`src/rtl/bcd_pkg.sv`:
```
// Shared types and helpers for the sequential binary-to-BCD converter.
package bcd_pkg;

  typedef enum logic [1:0] {
    ST_IDLE  = 2'd0,
    ST_SHIFT = 2'd1,
    ST_DONE  = 2'd2
  } state_e;

  // Decimal digits needed to represent the largest value of an unsigned bin_w-bit number.
  function automatic int min_bcd_digits(input int bin_w);
    logic [63:0] v;
    int          n;
    v = (64'd1 << bin_w) - 64'd1;
    n = 1;
    for (int i = 0; i < 20; i++) begin
      if (v > 64'd9) begin
        v = v / 64'd10;
        n = n + 1;
      end
    end
    return n;
  endfunction

endpackage

```
`src/rtl/bcd_dabble_digit.sv`:
```
// Double-dabble correction for one BCD digit: adds 3 when the digit exceeds 4.
// Purely combinational, zero latency, no flow control.
module bcd_dabble_digit (
  input  logic [3:0] digit_i,
  output logic [3:0] digit_o
);

  assign digit_o = (digit_i > 4'd4) ? (digit_i + 4'd3) : digit_i;

endmodule

```
`src/rtl/binary_to_bcd_seq.sv`:
```
// Sequential double-dabble converter: one bit per cycle, result valid BIN_W cycles after accept.
// Accepts only in IDLE; a finished result is held in DONE until out_ready.
module binary_to_bcd_seq
  import bcd_pkg::*;
#(
  parameter int BIN_W      = 13,
  parameter int BCD_DIGITS = 4
) (
  input  logic                    clk,
  input  logic                    rst_n,
  input  logic                    in_valid,
  output logic                    in_ready,
  input  logic [BIN_W-1:0]        binary_in,
  output logic                    out_valid,
  input  logic                    out_ready,
  output logic [4*BCD_DIGITS-1:0] BCD_out,
  output logic                    busy
);

  localparam int CNT_W = $clog2(BIN_W + 1);
  localparam int BCD_W = 4 * BCD_DIGITS;
  localparam int SCR_W = BIN_W + BCD_W;

  if (BIN_W < 4 || BIN_W > 32) begin : g_bin_w_chk
    $error("binary_to_bcd_seq: BIN_W must be in 4..32");
  end
  if (BCD_DIGITS < min_bcd_digits(BIN_W)) begin : g_digits_chk
    $error("binary_to_bcd_seq: BCD_DIGITS too small for BIN_W");
  end

  state_e             state_q, state_d;
  logic [CNT_W-1:0]   cnt_q, cnt_d;
  logic [SCR_W-1:0]   scr_q, scr_d;
  logic [BCD_W-1:0]   bcd_q, bcd_d;
  logic [BCD_W-1:0]   bcd_adj;
  logic [SCR_W-1:0]   scr_shift;

  // Every digit is corrected from its pre-correction value; no carry between digits.
  for (genvar d = 0; d < BCD_DIGITS; d++) begin : g_digit
    bcd_dabble_digit u_digit (
      .digit_i (scr_q[BIN_W+4*d +: 4]),
      .digit_o (bcd_adj[4*d +: 4])
    );
  end

  assign scr_shift = {bcd_adj, scr_q[BIN_W-1:0]} << 1;

  always_comb begin
    state_d = state_q;
    cnt_d   = cnt_q;
    scr_d   = scr_q;
    bcd_d   = bcd_q;
    case (state_q)
      ST_IDLE: begin
        if (in_valid) begin
          scr_d   = {{BCD_W{1'b0}}, binary_in};
          cnt_d   = CNT_W'(BIN_W);
          state_d = ST_SHIFT;
        end
      end
      ST_SHIFT: begin
        scr_d = scr_shift;
        cnt_d = cnt_q - CNT_W'(1);
        // Final shift: publish the BCD field on the same edge.
        if (cnt_q == CNT_W'(1)) begin
          bcd_d   = scr_shift[SCR_W-1 -: BCD_W];
          state_d = ST_DONE;
        end
      end
      ST_DONE: begin
        if (out_ready) begin
          state_d = ST_IDLE;
        end
      end
      default: state_d = ST_IDLE;
    endcase
  end

  always_ff @(posedge clk or negedge rst_n) begin
    if (!rst_n) begin
      state_q <= ST_IDLE;
      cnt_q   <= '0;
      scr_q   <= '0;
      bcd_q   <= '0;
    end else begin
      state_q <= state_d;
      cnt_q   <= cnt_d;
      scr_q   <= scr_d;
      bcd_q   <= bcd_d;
    end
  end

  assign in_ready  = (state_q == ST_IDLE);
  assign out_valid = (state_q == ST_DONE);
  assign busy      = (state_q == ST_SHIFT);
  assign BCD_out   = bcd_q;

endmodule
```
`config.mk`:
```
export PLATFORM = sky130hd
export DESIGN_NAME = binary_to_bcd_seq
export DESIGN_NICKNAME = d
export VERILOG_FILES = /design/src/rtl/bcd_pkg.sv /design/src/rtl/bcd_dabble_digit.sv /design/src/rtl/binary_to_bcd_seq.sv
export SDC_FILE = /design/constraint.sdc
export NUM_CORES = 1
export LEC_CHECK = 0
export BUFFER_PORTS_ARGS = -buffer_cell sky130_fd_sc_hd__buf_4
export CAP_MARGIN = 20
export CORE_ASPECT_RATIO = 2
export CORE_UTILIZATION = 58
export CTS_CLUSTER_DIAMETER = 100
export DETAILED_ROUTE_END_ITERATION = 16
export HOLD_SLACK_MARGIN = 0.1
export PLACE_DENSITY = 0.85
export SETUP_SLACK_MARGIN = 0.2
export SLEW_MARGIN = 20
export SYNTH_ARGS = -nofsm -noshare
export SYNTH_HDL_FRONTEND = slang
export SYNTH_SLANG_ARGS = --single-unit
```
`constraint.sdc`:
```
create_clock -name clk -period 2.3 [get_ports clk]
set_clock_uncertainty 0.15 [all_clocks]
set_input_delay 0.69 -clock clk [delete_from_list [all_inputs] [get_ports clk]]
set_output_delay 0.69 -clock clk [all_outputs]
set_load 0.02 [all_outputs]
```
==> results.env, run 1 <==
STATUS='finished clean'
P_SWITCHING_mW=1.64
FINALSETUPTNS_NS=0
WORST_SETUP_HOLD_PATH_CLK_SLEW_NS=0.09
DIEAREA_SQ_MM=0.00457
DRT-TOTAL-WL_UM=4940
SYN_NETS=283
MULTI_INPUT_COMB_AREA_SQ_MM=0.00108
CLKPWRFRAC_PCT=12.1
SHARE_COMB_OF_TOTAL_POWER_PCT=47.5
POST-ROUTE-UTIL_PCT=70.6
SW_SHARE_PCT=41.5
YOSYS-TOP-CELLS-AREA='sky130_fd_sc_hd__dfrtp_1, sky130_fd_sc_hd__o21ai_0, sky130_fd_sc_hd__nand2_1'
YS_WARN_COUNT=0
TRITONCTS.NUM_BUFFERS=5
DIE_WIDTH_UM=48.3
POWER_DENSITY_OVER_THE_CELLS_mW_PER_MM2=1370
GRT_SETUP_UNREPAIRED='false'
SEQ_AREA_FRAC_SYNTH_PCT=51.3
GRT.OVERFLOW.TOTAL=0
TIMING.SETUP.CRITICAL_PATH_CLASS='reg2out'
SYNTHTOLAYOUTAREAGROWTH_PCT=15.8
GRT_FIRST_PASS_WIRELENGTH_UM=8360
LAYOUT_MIN_CYCLE_TIME_NS=2.04
CELL_COUNT_AFTER_PLACEMENT=335
MAX_FREQ_MHz=489
CLK-INSERTION-DELAY-LATE_NS=0.31
YOSYSTOPAREACELLSHARE_PCT=51.3
SEQ_POWER_SHARE_PCT=40.4
LAYOUT_COMMONEST_CELL='sky130_fd_sc_hd__o21ai_0'
ANT_NETS=0
WORST_R2R_PATH_DEPTH=6
HP-CLASS='in2async'
FINALHOLDVIOLCOUNT=0
ANTENNA_FOUND_INITIAL=0
PORT_BUF_INSERTS=35
TIMING.CRITICAL_PATH.TO_TYPE='primary output'
INITIAL_CORE_UTIL_PCT=60.9
CRITPATHLAUNCH='state_q[0]$_DFFE_PN0P_'
WORSTPATHREQUIRED_NS=1.46
LAYOUT-DRIVE-GT1-SHARE_PCT=20.5
GRT_PASS1_VIAS=1928
SYNTH-SEQ-CELLS=51
NUM_ANTENNA_CELLS=0
VIAS=1951
FIN_WORST_HOLD_SLACK_NS=0.249
LAYOUT_COMMON_CELLS='sky130_fd_sc_hd__o21ai_0, sky130_fd_sc_hd__dfrtp_1, sky130_fd_sc_hd__buf_4'
DIE-HEIGHT_UM=94.7
FINAL-INSTANCE-COUNT-EXCL-FILL=344
FINAL_ROUTED_WIRE_LENGTH_DIVIDED_BY_CELL_COUNT_UM=14.4
POWER.STATIC_LEAKAGE_nW=1.35
SINKS_ON_CLOCK_NET=51
CRITICAL_PATH_PEAK_FANOUT=10
DETAILEDPLACEMENTHPWL_UM=3390
CTS_ROOT_BUFFER='sky130_fd_sc_hd__clkbuf_8'
SYN_AVG_CELL_AREA_SQ_UM=9.73
TRITONCTS='built'
GRT_START_MAX_NET_PINS=52
INITIAL_DRC_COUNT=26
LAYOUT.FILLER_CELLS=334
AREA.SEQUENTIAL_SQ_MM=0.00128
SLEW-LIMIT-HEADROOM_PCT=57.2
FINALSETUPVIOLCOUNT=0
CTSHTREEMAXLEVEL=2
INTERNAL_POWER_mW=2.32
DRV_CAP=0
POST_SYNTHESIS_INSTANCE_TOTAL=256
VIAS_PER_CELL=5.67
DRT_PASS1_ITERATIONS=4
VDD.IR_DROP.WORST_V=0.000738
NUM-NETS-FINAL=320
STD_CELL_ROWS=33
CTS_BUFFER_DEPTH=2
WORST_R2R_START='scr_q[13]$_DFFE_PN0P_'
SYNTH_LARGEST_AREA_CELL='sky130_fd_sc_hd__dfrtp_1'
DESIGN.PORTCOUNT=36
TIGHTESTPINTRANSITION_NS=0.642
WORST-ENDPOINT-ARRIVAL_NS=1.20
SYNTH.LIB_CELLS_USED.DISTINCT=28
NUMBER_OF_PINS_WITH_NEGATIVE_MAX_SLEW_SLACK_IN_THE_FINAL_REPORT=0
ROUTE.DETAILED.DRC=0
NETLIST_AREA_SQ_MM=0.00249
HOLDBUFCOUNTCTS=0
TIMING.CRITICAL_PATH.FROM_TYPE='flip-flop'
FLOORPLAN.CORE_AREA_SQ_MM=0.00409
PLACER_CONGESTION_ESTIMATE=0.820
GRT_USE_TOTAL_PCT=24.0
FINALCRITPERIODSHARE_PCT=88.9
==> through the flow <==
stage	cell area, sq um	setup WS [ns]	total power [mW]
final	2880	0.256	3.96
after CTS	2870	0.219	3.97
after floorplan	2490	0.396	2.87
after detailed placement	2780	0.326	3.44
after global placement	2780	0.337	3.36
after global routing	2880	0.202	4.29
==> worst paths after layout <==
path                                                 to  slack (ns)
worst max-delay path                               busy        0.26
worst min-delay path              scr_q[19]$_DFFE_PN0P_        0.25
worst max register to register   BCD_out[2]$_DFFE_PN0P_        0.49
worst min register to register  BCD_out[15]$_DFFE_PN0P_        0.33
max in group asynchronous        state_q[0]$_DFFE_PN0P_        1.28
min in group clk                BCD_out[15]$_DFFE_PN0P_        0.33
==> area by class of cell <==
cell class / instances / area share (%)
sequential: 51 / 44.3
multi-input combinational: 177 / 37.6
timing repair buffer: 41 / 10.8
clock buffer: 5 / 2.39
inverter: 17 / 2.39
tap: 52 / 2.26
clock inverter: 1 / 0.260
==> state kept, by name (all words and copies together), names as in the netlist <==
register / cells
cnt_q: 4
BCD_out: 16
state_q: 2
scr_q: 29
==> critical path, cell delays in order, from the launching register on <==
cell                       delay (ns)
sky130_fd_sc_hd__dfrtp_2         0.48
sky130_fd_sc_hd__nand2b_4        0.17
sky130_fd_sc_hd__inv_6           0.08
sky130_fd_sc_hd__buf_4           0.16
==> power groups by stage <==
| stage | clock network [mW] | registers (mW) | logic, mW |
|---|---|---|---|
| final | 0.478 | 1.60 | 1.88 |
| after global routing | 0.517 | 1.65 | 2.12 |
| after CTS | 0.487 | 1.60 | 1.88 |
| after detailed placement | 0 | 1.62 | 1.82 |
| after global placement | 0 | 1.60 | 1.75 |
| after floorplan | 0 | 1.67 | 1.20 |
==> cell usage after synthesis <==
library cell and n:
sky130_fd_sc_hd__nand2b_4 1, sky130_fd_sc_hd__nand2_1 34, sky130_fd_sc_hd__buf_2 6, sky130_fd_sc_hd__clkbuf_1 3, sky130_fd_sc_hd__nor3b_2 1, sky130_fd_sc_hd__mux2_2 5
sky130_fd_sc_hd__nor2b_1 13, sky130_fd_sc_hd__mux2_4 1, sky130_fd_sc_hd__a22oi_1 12, sky130_fd_sc_hd__inv_1 16, sky130_fd_sc_hd__a21o_1 3, sky130_fd_sc_hd__o21bai_4 1
sky130_fd_sc_hd__buf_6 2, sky130_fd_sc_hd__o21ai_0 53, sky130_fd_sc_hd__dfrtp_1 51, sky130_fd_sc_hd__a21oi_1 19, sky130_fd_sc_hd__ha_1 10, sky130_fd_sc_hd__nor2_1 4
sky130_fd_sc_hd__nand2b_1 1, sky130_fd_sc_hd__and2b_1 1, sky130_fd_sc_hd__nand3b_1 2, sky130_fd_sc_hd__inv_6 1, sky130_fd_sc_hd__a32o_1 1, sky130_fd_sc_hd__nor3_1 7
sky130_fd_sc_hd__a22o_1 2, sky130_fd_sc_hd__clkbuf_2 1, sky130_fd_sc_hd__xnor2_1 4, sky130_fd_sc_hd__nand2_4 1
==> cells by family (layout without fill, tap and decap cells) <==
kind of cell | count (synthesis) | in the layout | share of synthesized area (%)
AND/OR/NAND/NOR | 65 | 66 | 13.1
AO/OA/AOI/OAI | 91 | 91 | 20.9
flip-flops | 51 | 51 | 51.3
adder cells (fa/ha/maj) | 10 | 10 | 5.03
buffers and inverters | 29 | 64 | 5.53
XOR/XNOR | 4 | 4 | 1.41
multiplexers | 6 | 6 | 2.86
==> what timing repair did <==
item / CTS / global route
resized for setup: 1 / 1
setup buffers: 1 / 1
endpoints found under the setup margin: 3 / 1
gates cloned: 1 / 0
==> per-layer routing <==
metal  global-route usage, %  vias to the layer above  share of wire [%]
met5                       0                        -                  0
met4                    11.8                        0                2.0
met3                    4.35                        9                3.1
met2                    45.2                       43                 55
met1                    25.2                      952                 40
li1                        -                      947                  -
(Power assumes the default switching activity.)
==> run 2: changes to the inputs <==
--- a/config.mk
+++ b/config.mk
@@ -14,7 +14,7 @@
 export HOLD_SLACK_MARGIN = 0.1
 export PLACE_DENSITY = 0.85
 export SETUP_SLACK_MARGIN = 0.2
-export SLEW_MARGIN = 20
 export SYNTH_ARGS = -nofsm -noshare
 export SYNTH_HDL_FRONTEND = slang
+export SYNTH_HIERARCHICAL = 1
 export SYNTH_SLANG_ARGS = --single-unit
==> run 2 against run 1 <==
Fmax rose by 0.32%. Combinational power up 20%. Global-route usage grew 1.1 points. Largest cell class unchanged. Die area fell by 0.49%. Critical path type unchanged. Wire length down 0.14%. Critical endpoint is now in_ready.
==> results.env, run 2 <==
CRITPATHLAUNCH='state_q[0]$_DFFE_PN0P_'  # unchanged
LARGEST_REGISTER_FF_COUNT=29  # unchanged
WORST-ENDPOINT-ARRIVAL_NS=1.20  # about the same
VIAS=1761  # was 1951
POWER_DENSITY_OVER_THE_CELLS_mW_PER_MM2=1570  # was 1370 mW/mm^2
YS_WARN_COUNT=6  # was 0
STATUS='finished clean'  # unchanged
CTS_BUFFER_DEPTH=2  # unchanged
WORST_SETUP_HOLD_PATH_CLK_SLEW_NS=0.09  # about the same
FINALSETUPTNS_NS=0  # unchanged
TIGHTESTPINTRANSITION_NS=0.623  # was 0.642 ns
TIMING.CRITICAL_PATH.FROM_TYPE='flip-flop'  # unchanged
ROUTE.DETAILED.DRC=0  # unchanged
GRT_PASS1_VIAS=1802  # was 1928
SYN_AVG_CELL_AREA_SQ_UM=11.6  # was 9.73 sq um
INITIAL_DRC_COUNT=52  # was 26
DRV_CAP=0  # unchanged
CTSHTREEMAXLEVEL=2  # unchanged
GRT_START_MAX_NET_PINS=52  # unchanged
ANTENNA_FOUND_INITIAL=0  # unchanged
FINAL_ROUTED_WIRE_LENGTH_DIVIDED_BY_CELL_COUNT_UM=16.2  # was 14.4 um
HP-CLASS='in2async'  # unchanged
WORST_R2R_START='cnt_q[1]$_DFFE_PN0P_'  # was scr_q[13]$_DFFE_PN0P_
GRT_SETUP_UNREPAIRED='false'  # unchanged
VDD.IR_DROP.WORST_V=0.000895  # was 0.000738 V
NUM-NETS-FINAL=278  # was 320
GRT.OVERFLOW.TOTAL=0  # unchanged
TRITONCTS.NUM_BUFFERS=5  # unchanged
FLOORPLAN.CORE_AREA_SQ_MM=0.00409  # unchanged
PLACER_CONGESTION_ESTIMATE=0.715  # was 0.820
FINALHOLDVIOLCOUNT=0  # unchanged
CLK-INSERTION-DELAY-LATE_NS=0.31  # about the same
LAYOUT.FILLER_CELLS=293  # was 334
POST_SYNTHESIS_INSTANCE_TOTAL=213  # was 256
POWER.STATIC_LEAKAGE_nW=1.42  # was 1.35 nW
NETLIST_AREA_SQ_MM=0.00248  # was 0.00249 sq mm
DETAILEDPLACEMENTHPWL_UM=3450  # was 3390 um
CTS_ROOT_BUFFER='sky130_fd_sc_hd__clkbuf_8'  # unchanged
GRT_USE_TOTAL_PCT=25.1  # was 24.0%
NUMBER_OF_PINS_WITH_NEGATIVE_MAX_SLEW_SLACK_IN_THE_FINAL_REPORT=0  # unchanged
INITIAL_CORE_UTIL_PCT=60.6  # was 60.9%
FINALCRITPERIODSHARE_PCT=88.6  # was 88.9%
LAYOUT_MIN_CYCLE_TIME_NS=2.04  # about the same
LAYOUT-DRIVE-GT1-SHARE_PCT=30.6  # was 20.5%
ANT_NETS=0  # unchanged
LAYOUT_COMMONEST_CELL='sky130_fd_sc_hd__dfrtp_1'  # was sky130_fd_sc_hd__o21ai_0
STD_CELL_ROWS=33  # unchanged
LAYOUT_COMMON_CELLS='sky130_fd_sc_hd__dfrtp_1, sky130_fd_sc_hd__buf_4, sky130_fd_sc_hd__o21ai_0'  # was sky130_fd_sc_hd__o21ai_0, sky130_fd_sc_hd__dfrtp_1, sky130_fd_sc_hd__buf_4
SINKS_ON_CLOCK_NET=51  # unchanged
SYNTHTOLAYOUTAREAGROWTH_PCT=17.9  # was 15.8%
VIAS_PER_CELL=5.79  # was 5.67
DRT_PASS1_ITERATIONS=4  # unchanged
LARGEST_REGISTER_BY_FLOP_COUNT='scr_q'  # unchanged
TIMING.CRITICAL_PATH.TO_TYPE='primary output'  # unchanged
SYN_NETS=240  # was 283
POST-LAYOUT-TOTAL-POWER_mW=4.57  # was 3.96 mW
DIEAREA_SQ_MM=0.00455  # was 0.00457 sq mm
NUM_ANTENNA_CELLS=0  # unchanged
WORSTPATHREQUIRED_NS=1.46  # about the same
AREA.SEQUENTIAL_SQ_MM=0.00128  # unchanged
DRT-TOTAL-WL_UM=4940  # about the same
MULTI_INPUT_COMB_AREA_SQ_MM=0.00109  # was 0.00108 sq mm
DIE-HEIGHT_UM=94.4  # was 94.7 um
PORT_BUF_INSERTS=35  # unchanged
DESIGN.PORTCOUNT=36  # unchanged
FINALSETUPVIOLCOUNT=0  # unchanged
SLEW-LIMIT-HEADROOM_PCT=58.5  # was 57.2%
TRITONCTS='built'  # unchanged
GRT_FIRST_PASS_WIRELENGTH_UM=8120  # was 8360 um
TIMING.SETUP.CRITICAL_PATH_CLASS='reg2out'  # unchanged
MAX_FREQ_MHz=491  # was 489 MHz
DIE_WIDTH_UM=48.2  # was 48.3 um
CRITICAL_PATH_PEAK_FANOUT=12  # was 10
-- run 2: what timing repair did --
action,4_1_cts,5_1_grt
gates cloned,0,0
setup endpoints to repair,2,2
setup buffers,1,0
gates resized for setup,2,2
hold buffers,0,0
-- run 2: critical path, cell delays in order (launching register included) --
cell and delay [ns]:
sky130_fd_sc_hd__dfrtp_2 0.46, sky130_fd_sc_hd__buf_6 0.16, sky130_fd_sc_hd__nor2_2 0.12, sky130_fd_sc_hd__buf_4 0.15
-- run 2: cell type report --
type / count / area share, %
multi-input combinational: 137 / 37.4
inverter: 16 / 2.23
tap: 52 / 2.23
timing repair buffer: 40 / 10.4
clock inverter: 2 / 1.20
sequential: 51 / 43.7
clock buffer: 6 / 2.83
-- run 2: final timing paths --
check,depth (start not counted),end,slack [ns]
worst max-delay path,3,in_ready,0.26
worst min-delay path,1,BCD_out[4]$_DFFE_PN0P_,0.25
worst max register to register,5,BCD_out[13]$_DFFE_PN0P_,0.55
worst min register to register,2,scr_q[2]$_DFFE_PN0P_,0.34
max in group asynchronous,1,state_q[0]$_DFFE_PN0P_,1.30
min in group clk,2,scr_q[2]$_DFFE_PN0P_,0.34
-- run 2: power breakdown --
group | switching, mW | internal, mW | total, mW
Clock | 0.298 | 0.352 | 0.650
Combinational | 1.14 | 1.11 | 2.25
Sequential | 0.360 | 1.31 | 1.67
Total | 1.80 | 2.77 | 4.57
-- run 2: metal layers --
metal | share of wire [%] | global-route usage (%) | routed length [um]
met1 | 39 | 29.2 | 1920
met2 | 56 | 42.1 | 2780
met3 | 3.0 | 4.97 | 149
met4 | 1.8 | 10.4 | 91
met5 | 0 | 0 | 0
-- run 2: metrics by stage --
stage / instance area [sq um] / utilization, % / hold WS (ns) / worst slack (ns) / cells
2_1_floorplan: 2480 / - / 0.244 / 0.560 / 213
3_3_place_gp: 2790 / 68.1 / 0.316 / 0.469 / 295
3_5_place_dp: 2790 / 68.1 / 0.323 / 0.460 / 295
4_1_cts: 2910 / 71.3 / 0.264 / 0.227 / 304
5_1_grt: 2920 / 71.4 / 0.286 / 0.211 / 304
6_report: 2920 / 71.4 / 0.246 / 0.262 / 304
